**config.mk**
```make
export PLATFORM = sky130hd
export DESIGN_NAME = hc595_chain_driver
export DESIGN_NICKNAME = d
export VERILOG_FILES = /design/src/rtl/hc595_chain_driver.sv
export SDC_FILE = /design/constraint.sdc
export NUM_CORES = 1
export LEC_CHECK = 0
export ABC_AREA = 1
export CORE_MARGIN = 2
export CORE_UTILIZATION = 29
export DETAILED_ROUTE_END_ITERATION = 6
export SYNTH_ARGS = -nofsm -noshare
export SYNTH_HDL_FRONTEND = slang
export SYNTH_SLANG_ARGS = --single-unit
```
**constraint.sdc**
```tcl
create_clock -name clk -period 1.6 [get_ports clk]
set_input_delay 0.16 -clock clk [delete_from_list [all_inputs] [get_ports clk]]
set_output_delay 0.16 -clock clk [all_outputs]
set_load 0.02 [all_outputs]
```
**src/rtl/hc595_chain_driver.sv**
```systemverilog
// Serial driver for a cascade of 74HC595 shift registers: accepts a parallel word,
// shifts it out on ds/shcp with a programmable divider, then pulses stcp to latch it.
module hc595_chain_driver #(
    parameter int N_CHIPS   = 2,
    parameter int CLK_DIV   = 2,
    parameter int MSB_FIRST = 1
) (
    input  logic                   clk,
    input  logic                   rst,
    input  logic [8*N_CHIPS-1:0]   data,
    input  logic                   load_valid,
    output logic                   load_ready,
    input  logic                   blank,
    output logic                   busy,
    output logic                   done,
    output logic                   ds,
    output logic                   shcp,
    output logic                   stcp,
    output logic                   oe
);

    localparam int W     = 8 * N_CHIPS;
    localparam int CNT_W = $clog2(W);
    localparam logic [CNT_W-1:0] LAST_BIT = CNT_W'(W - 1);
    localparam logic [7:0]       DIV_LAST = 8'(CLK_DIV - 1);

    typedef enum logic [1:0] {
        IDLE,
        SHIFT_LO,
        SHIFT_HI,
        LATCH
    } state_t;

    state_t           state, state_nx;
    logic [W-1:0]     shreg, shreg_nx;
    logic [CNT_W-1:0] bit_cnt, bit_cnt_nx;
    logic [7:0]       div_cnt, div_cnt_nx;
    logic             ds_nx, shcp_nx, stcp_nx, busy_nx, ready_nx, done_nx;
    logic             accept, div_end, shifting_nx;

    function automatic logic out_bit(input logic [W-1:0] w);
        return (MSB_FIRST != 0) ? w[W-1] : w[0];
    endfunction

    assign accept  = load_valid && load_ready;
    assign div_end = (div_cnt == DIV_LAST);

    // NOTE: every signal written here gets a default first, so no path can leave
    // one unassigned and infer a latch.
    always_comb begin
        state_nx   = state;
        shreg_nx   = shreg;
        bit_cnt_nx = bit_cnt;
        div_cnt_nx = div_cnt;

        case (state)
            IDLE: begin
                div_cnt_nx = '0;
                if (accept) begin
                    shreg_nx   = data;
                    bit_cnt_nx = '0;
                    state_nx   = SHIFT_LO;
                end
            end
            SHIFT_LO: begin
                if (div_end) begin
                    div_cnt_nx = '0;
                    state_nx   = SHIFT_HI;
                end else begin
                    div_cnt_nx = div_cnt + 8'd1;
                end
            end
            SHIFT_HI: begin
                if (div_end) begin
                    div_cnt_nx = '0;
                    if (bit_cnt == LAST_BIT) begin
                        state_nx = LATCH;
                    end else begin
                        shreg_nx   = (MSB_FIRST != 0) ? {shreg[W-2:0], 1'b0}
                                                      : {1'b0, shreg[W-1:1]};
                        bit_cnt_nx = bit_cnt + 1'b1;
                        state_nx   = SHIFT_LO;
                    end
                end else begin
                    div_cnt_nx = div_cnt + 8'd1;
                end
            end
            LATCH: begin
                if (div_end) begin
                    div_cnt_nx = '0;
                    state_nx   = IDLE;
                end else begin
                    div_cnt_nx = div_cnt + 8'd1;
                end
            end
            default: state_nx = IDLE;
        endcase

        // Outputs are decoded from the next state so the pins come straight off flops.
        shifting_nx = (state_nx == SHIFT_LO) || (state_nx == SHIFT_HI);
        ds_nx       = shifting_nx ? out_bit(shreg_nx) : 1'b0;
        shcp_nx     = (state_nx == SHIFT_HI);
        stcp_nx     = (state_nx == LATCH);
        busy_nx     = (state_nx != IDLE);
        ready_nx    = (state_nx == IDLE);
        done_nx     = (state == LATCH) && (state_nx == IDLE);
    end

    // NOTE: sequential state uses non-blocking assignments so every flop samples
    // the pre-edge values regardless of statement order.
    always_ff @(posedge clk or posedge rst) begin
        if (rst) begin
            state      <= IDLE;
            shreg      <= '0;
            bit_cnt    <= '0;
            div_cnt    <= '0;
            ds         <= 1'b0;
            shcp       <= 1'b0;
            stcp       <= 1'b0;
            busy       <= 1'b0;
            load_ready <= 1'b0;
            done       <= 1'b0;
        end else begin
            state      <= state_nx;
            shreg      <= shreg_nx;
            bit_cnt    <= bit_cnt_nx;
            div_cnt    <= div_cnt_nx;
            ds         <= ds_nx;
            shcp       <= shcp_nx;
            stcp       <= stcp_nx;
            busy       <= busy_nx;
            load_ready <= ready_nx;
            done       <= done_nx;
        end
    end

    // Blanking path is deliberately separate from the transfer FSM.
    always_ff @(posedge clk or posedge rst) begin
        if (rst) begin
            oe <= 1'b1;
        end else begin
            oe <= blank;
        end
    end

endmodule

```
==> impl_metrics.ini, run 1 <==
[synth]
yosys.area.top_type = dfrtp_1
synth_area_sq_mm = 0.00180
synthTopCellsByArea = dfrtp_1, nand2_1, nand3_1
syn_nets = 237
yosysTopAreaCellShare = 0.500
synth.distinct_cells = 26
ys_ff_latch = 37
yosys_warnings = 0
postSynthAreaPerCell_sq_um = 8.57
yosysSeqAreaShare = 0.515
postSynthCellCount = 210

[global_route]
grtUsageTotal = 0.124
grt_pass1_wl_mm = 6.25
grt_max_degree = 38
antenna_found_initial = 0
grt_pass1_vias = 1404
grt_overflow_total = 0

[floorplanning]
boundaryPins = 27
initial_core_util = 0.302
die_x_um = 82.8
core_sq_mm = 0.00596
fp-row-count = 28
die_y_um = 82.8
die-area_sq_mm = 0.00686

[power]
combPwrFrac = 0.394
p_seq_frac = 0.363
power_density_mw_per_mm2 = 1570
ir_drop_mv = 0.663
p_int_uw = 2530
p_sw_frac = 0.346
power_uw = 3870
p_sw_uw = 1340
clkPwrFrac = 0.243
power.leakage_uw = 0.00117

[critical_path]
cp_top_family = buffers and inverters
crit_buf_inv = 1
arrival_ns = 1.40
end_kind = output port
cp.depth = 1
critical_path.cell_chain = clkdlybuf4s50_1
critical_path_class = reg -> out
crit_path_start_kind = flip-flop
required_ns = 1.44
critPathMaxFanout = 1
reg2reg_from = div_cnt[1]$_DFF_PP0_
slowest_delay_ns = 0.59
slowest_stage = clkdlybuf4s50_1
r2r.worst_path.cells = 9
crit_start = oe$_DFF_PP1_

[final_layout]
area_delta_synth_final_pct = 36.5
post_route_cells_drive_above_1_share = 0.212
nets = 285
multi_input_area_sq_um = 796
fillers = 618
antenna_cells = 0
area.sequential_sq_um = 927
layout_common_cells = nand2_1, dfrtp_1, nand3_1
final_core_util = 0.413
layout_commonest_cell = nand2_1

[route]
wl_per_cell_um = 10.8
via_per_inst = 4.39
num_vias = 1466
wl_mm = 3.60
drc = 0
drt_first_iter_violations = 41
first_pass_iters = 4
ant_nets = 0

[timing]
finalCritPeriodShare = 0.974
drv_slew = 0
setup_viol = 0
fin_crit_ns = 1.56
rsz0062_at_grt = yes
max_slew.worst_pin.slew_ns = 0.398
skew_ns = 0.00511
max_freq_mhz = 642
hold_viol = 0
slew_headroom = 0.732

[job]
cap_violations = 0

[clock_tree]
cts_tree = built
clk_pin_slew_worst_paths_ns = 0.07
cts_root_buf = clkbuf_8
cts_max_level = 2
clk_latency_ns = 0.29
numCtsBuffers = 5
clock_path_buffers = 2
cts.sinks = 37
holdBufCountCts = 0

[placed_design]
dpl.hpwl_mm = 2.63
port_buffers = 26
gp_congestion = 0.790

[min_path]
min_path_type = in -> async

[outcome]
status = finished, final reports clean
==> stage by stage <==
| stage | hold slack, ns | setup TNS, ns | setup WS, ns | instance area [sq um] | instances |
|---|---|---|---|---|---|
| after floorplan | 0.164 | -0.0358 | -0.0358 | 1820 | 210 |
| after global placement | 0.464 | 0 | 0.0312 | 2300 | 325 |
| after detailed placement | 0.473 | 0 | 0.0116 | 2300 | 325 |
| after CTS | 0.221 | 0 | 0.00730 | 2440 | 334 |
| after global routing | 0.259 | -0.166 | -0.0783 | 2460 | 334 |
| final | 0.219 | 0 | 0.0421 | 2460 | 334 |
==> power groups by stage <==
stage | clock network [uW] | logic [uW] | registers (uW)
after floorplan | 0 | 868 | 1460
final | 941 | 1520 | 1400
after global placement | 0 | 1480 | 1420
after global routing | 1010 | 1730 | 1440
after CTS | 969 | 1540 | 1400
after detailed placement | 0 | 1510 | 1420
==> kinds of logic (layout without fill, tap and decap cells) <==
family / count (synthesis) / count (layout) / synth area share
compound gates: 11 / 11 / 0.0375
xor+xnor: 3 / 3 / 0.0146
fa+ha+maj: 7 / 7 / 0.0486
buf+inv: 24 / 73 / 0.0591
flops: 37 / 37 / 0.515
mux: 1 / 1 / 0.00556
simple gates: 127 / 127 / 0.320
==> registers in the layout, indices dropped and copies added, names as in the netlist <==
name / count
bit_cnt: 4
done: 1
state: 2
ds: 1
stcp: 1
shreg: 16
div_cnt: 8
load_ready: 1
busy: 1
shcp: 1
oe: 1
==> final cells by class <==
cell class,count,share of cell area
sequential,37,0.377
clock buffer,5,0.0280
clock inverter,3,0.0265
inverter,20,0.0305
multi-input combinational,149,0.324
timing repair buffer,45,0.176
tap,75,0.0382
==> path summary, 6_finish.rpt <==
check | end | slack [ns]
setup / recovery | oe | 0.04
hold / removal | state[1]$_DFF_PP0_ | 0.22
setup reg to reg | stcp$_DFF_PP0_ | 0.06
hold reg to reg | shreg[11]$_DFFE_PP0P_ | 0.49
max in group asynchronous | oe$_DFF_PP1_ | 1.14
min in group clk | oe$_DFF_PP1_ | 0.27
==> Yosys cell counts <==
master / instances
nor3_1: 3
nand4_1: 3
nor2_2: 3
nand3_1: 32
buf_8: 1
mux2i_1: 1
nor2_4: 1
buf_4: 1
o21ai_4: 1
nand2_1: 58
inv_2: 3
clkbuf_1: 1
o21ai_0: 6
a21oi_1: 2
buf_2: 1
dfrtp_1: 36
nor3_2: 1
o21ai_1: 1
nor3b_1: 1
a31oi_1: 1
nand2_2: 9
xor2_1: 3
dfstp_2: 1
inv_1: 17
ha_1: 7
nor2_1: 16
==> metal layers <==
layer,track usage,vias to the layer above,part of all wire
met4,0.0590,0,0.020
met2,0.194,23,0.48
met5,0,-,0
met1,0.160,674,0.46
li1,-,765,-
met3,0.0325,4,0.033
==> repair_timing <==
item / CTS / global route
setup buffers: 1 / 0
endpoints found under the setup margin: 1 / 25
resized for setup: 0 / 6
pin swaps: 2 / 1
Power figures use the tool's default switching activity.
==> run 2: changes to the inputs <==
- SLEW_MARGIN: default -> 20
==> results of run 2 <==
The final DEF is identical to that of run 1; final timing and power are the same.
==> run 3: changes to the inputs <==
- RECOVER_POWER: default -> 25
==> impl_metrics.ini, run 3 (synthesis gave the netlist of run 1 again) <==
[global_route]
antenna_found_initial = 0
grtUsageTotal = 0.124
grt_max_degree = 38
grt_pass1_wl_mm = 6.25
grt_pass1_vias = 1404
grt_overflow_total = 0

[critical_path]
crit_start = oe$_DFF_PP1_
critPathMaxFanout = 1
reg2reg_from = div_cnt[1]$_DFF_PP0_
critical_path.cell_chain = clkdlybuf4s50_1
crit_buf_inv = 1
crit_path_start_kind = flip-flop
end_kind = output port
required_ns = 1.44
slowest_delay_ns = 0.59
slowest_stage = clkdlybuf4s50_1
critical_path_class = reg -> out
cp_top_family = buffers and inverters
arrival_ns = 1.40

[route]
ant_nets = 0
wl_met3_um = 120
num_vias = 1465
drc = 0
wl_met1_mm = 1.66
first_pass_iters = 4
highest_layer = met4
via_per_inst = 4.39
wl_met2_mm = 1.75
drt_first_iter_violations = 40
wl_per_cell_um = 10.8
wl_mm = 3.60

[power]
clkPwrFrac = 0.244
p_sw_uw = 1340
power.leakage_uw = 0.00117
p_sw_frac = 0.347
ir_drop_mv = 0.663
combPwrFrac = 0.393
p_seq_frac = 0.363
power_density_mw_per_mm2 = 1580
p_int_uw = 2520

[clock_tree]
cts_root_buf = clkbuf_8
numCtsBuffers = 5
clk_pin_slew_worst_paths_ns = 0.07
cts.sinks = 37
cts_max_level = 2
clock_path_buffers = 2
holdBufCountCts = 0
cts_tree = built
clk_latency_ns = 0.29

[final_layout]
final_core_util = 0.410
nets = 285
post_route_cells_drive_above_1_share = 0.212
reg_top3 = shreg: 16 flops, div_cnt: 8 flops, bit_cnt: 4 flops
antenna_cells = 0
area_delta_synth_final_pct = 35.6
largest_register_ffs = 16
layout_commonest_cell = nand2_1
final_cells = 334
layout_common_cells = nand2_1, dfrtp_1, nand3_1
largest_register = shreg

[min_path]
min_path_type = in -> reg
min_from = blank

[floorplanning]
fp-row-count = 28
die_x_um = 82.8
die_y_um = 82.8
core_sq_mm = 0.00596
boundaryPins = 27
initial_core_util = 0.302
die-area_sq_mm = 0.00686

[timing]
fin_crit_ns = 1.56
fin_ws_ns = 0.0426
whs_ns = 0.411
max_slew.worst_pin.slew_ns = 0.906
drv_slew = 0
skew_ns = 0.00511
rsz0062_at_grt = yes
slew_headroom = 0.396
max_freq_mhz = 642
hold_viol = 0
finalCritPeriodShare = 0.973
finalSetupTns_ns = 0
setup_viol = 0

[placed_design]
gp_congestion = 0.790
dp_cells = 325
dpl.hpwl_mm = 2.63
place_ws_ns = 0.0116
port_buffers = 26

[job]
cap_violations = 0

[outcome]
status = finished, final reports clean
==> run 3: cell types whose count changed in the layout (fill, tap and decap cells not counted), sizes merged <==
cell,delta
dlygate4sd3,+2
clkdlybuf4s50,-2
buf,-1
clkbuf,+1
==> run 3: per-layer routing <==
| metal | up-vias | track usage |
|---|---|---|
| li1 | 765 | - |
| met1 | 673 | 0.160 |
| met2 | 23 | 0.194 |
| met3 | 4 | 0.0325 |
| met4 | 0 | 0.0590 |
| met5 | - | 0 |
==> run 3: per-stage QoR <==
stage / power (uW) / area [sq um]
6_report: 3860 / 2440
5_1_grt: 4170 / 2440
4_1_cts: 3910 / 2440
3_5_place_dp: 2920 / 2300
3_3_place_gp: 2900 / 2300
2_1_floorplan: 2320 / 1820
==> run 3: area by class of cell <==
type                    count  area (sq um)
repair buffers             45           417
fillers                   620          3510
clock inverters             3          65.1
flip-flops and latches     37           927
well taps                  75          93.8
inverters                  20          75.1
multi-input cells         149           796
clock buffers               5          68.8
==> run 3: what timing repair did <==
item                                    in CTS  in global routing
pin swaps                                    2                  1
resized for setup                            0                  6
endpoints found under the hold margin        0                  0
setup buffers                                1                  0
endpoints found under the setup margin       1                 25
gates cloned                                 0                  0
==> run 3: power groups by stage <==
stage	Sequential (uW)	Combinational, uW	Clock, uW
final	1400	1520	942
after global routing	1440	1730	1010
after CTS	1400	1540	969
after detailed placement	1420	1510	0
after global placement	1420	1480	0
after floorplan	1460	868	0
==> run 3: path summary, 6_finish.rpt <==
path | depth (start not counted) | endpoint | slack, ns
worst max-delay path | 1 | oe | 0.04
worst min-delay path | 1 | oe$_DFF_PP1_ | 0.41
worst max register to register | 9 | stcp$_DFF_PP0_ | 0.06
worst min register to register | 2 | shreg[11]$_DFFE_PP0P_ | 0.49
max in group asynchronous | 3 | bit_cnt[1]$_DFFE_PP0P_ | 0.46
min in group asynchronous | 3 | shreg[7]$_DFFE_PP0P_ | 0.59
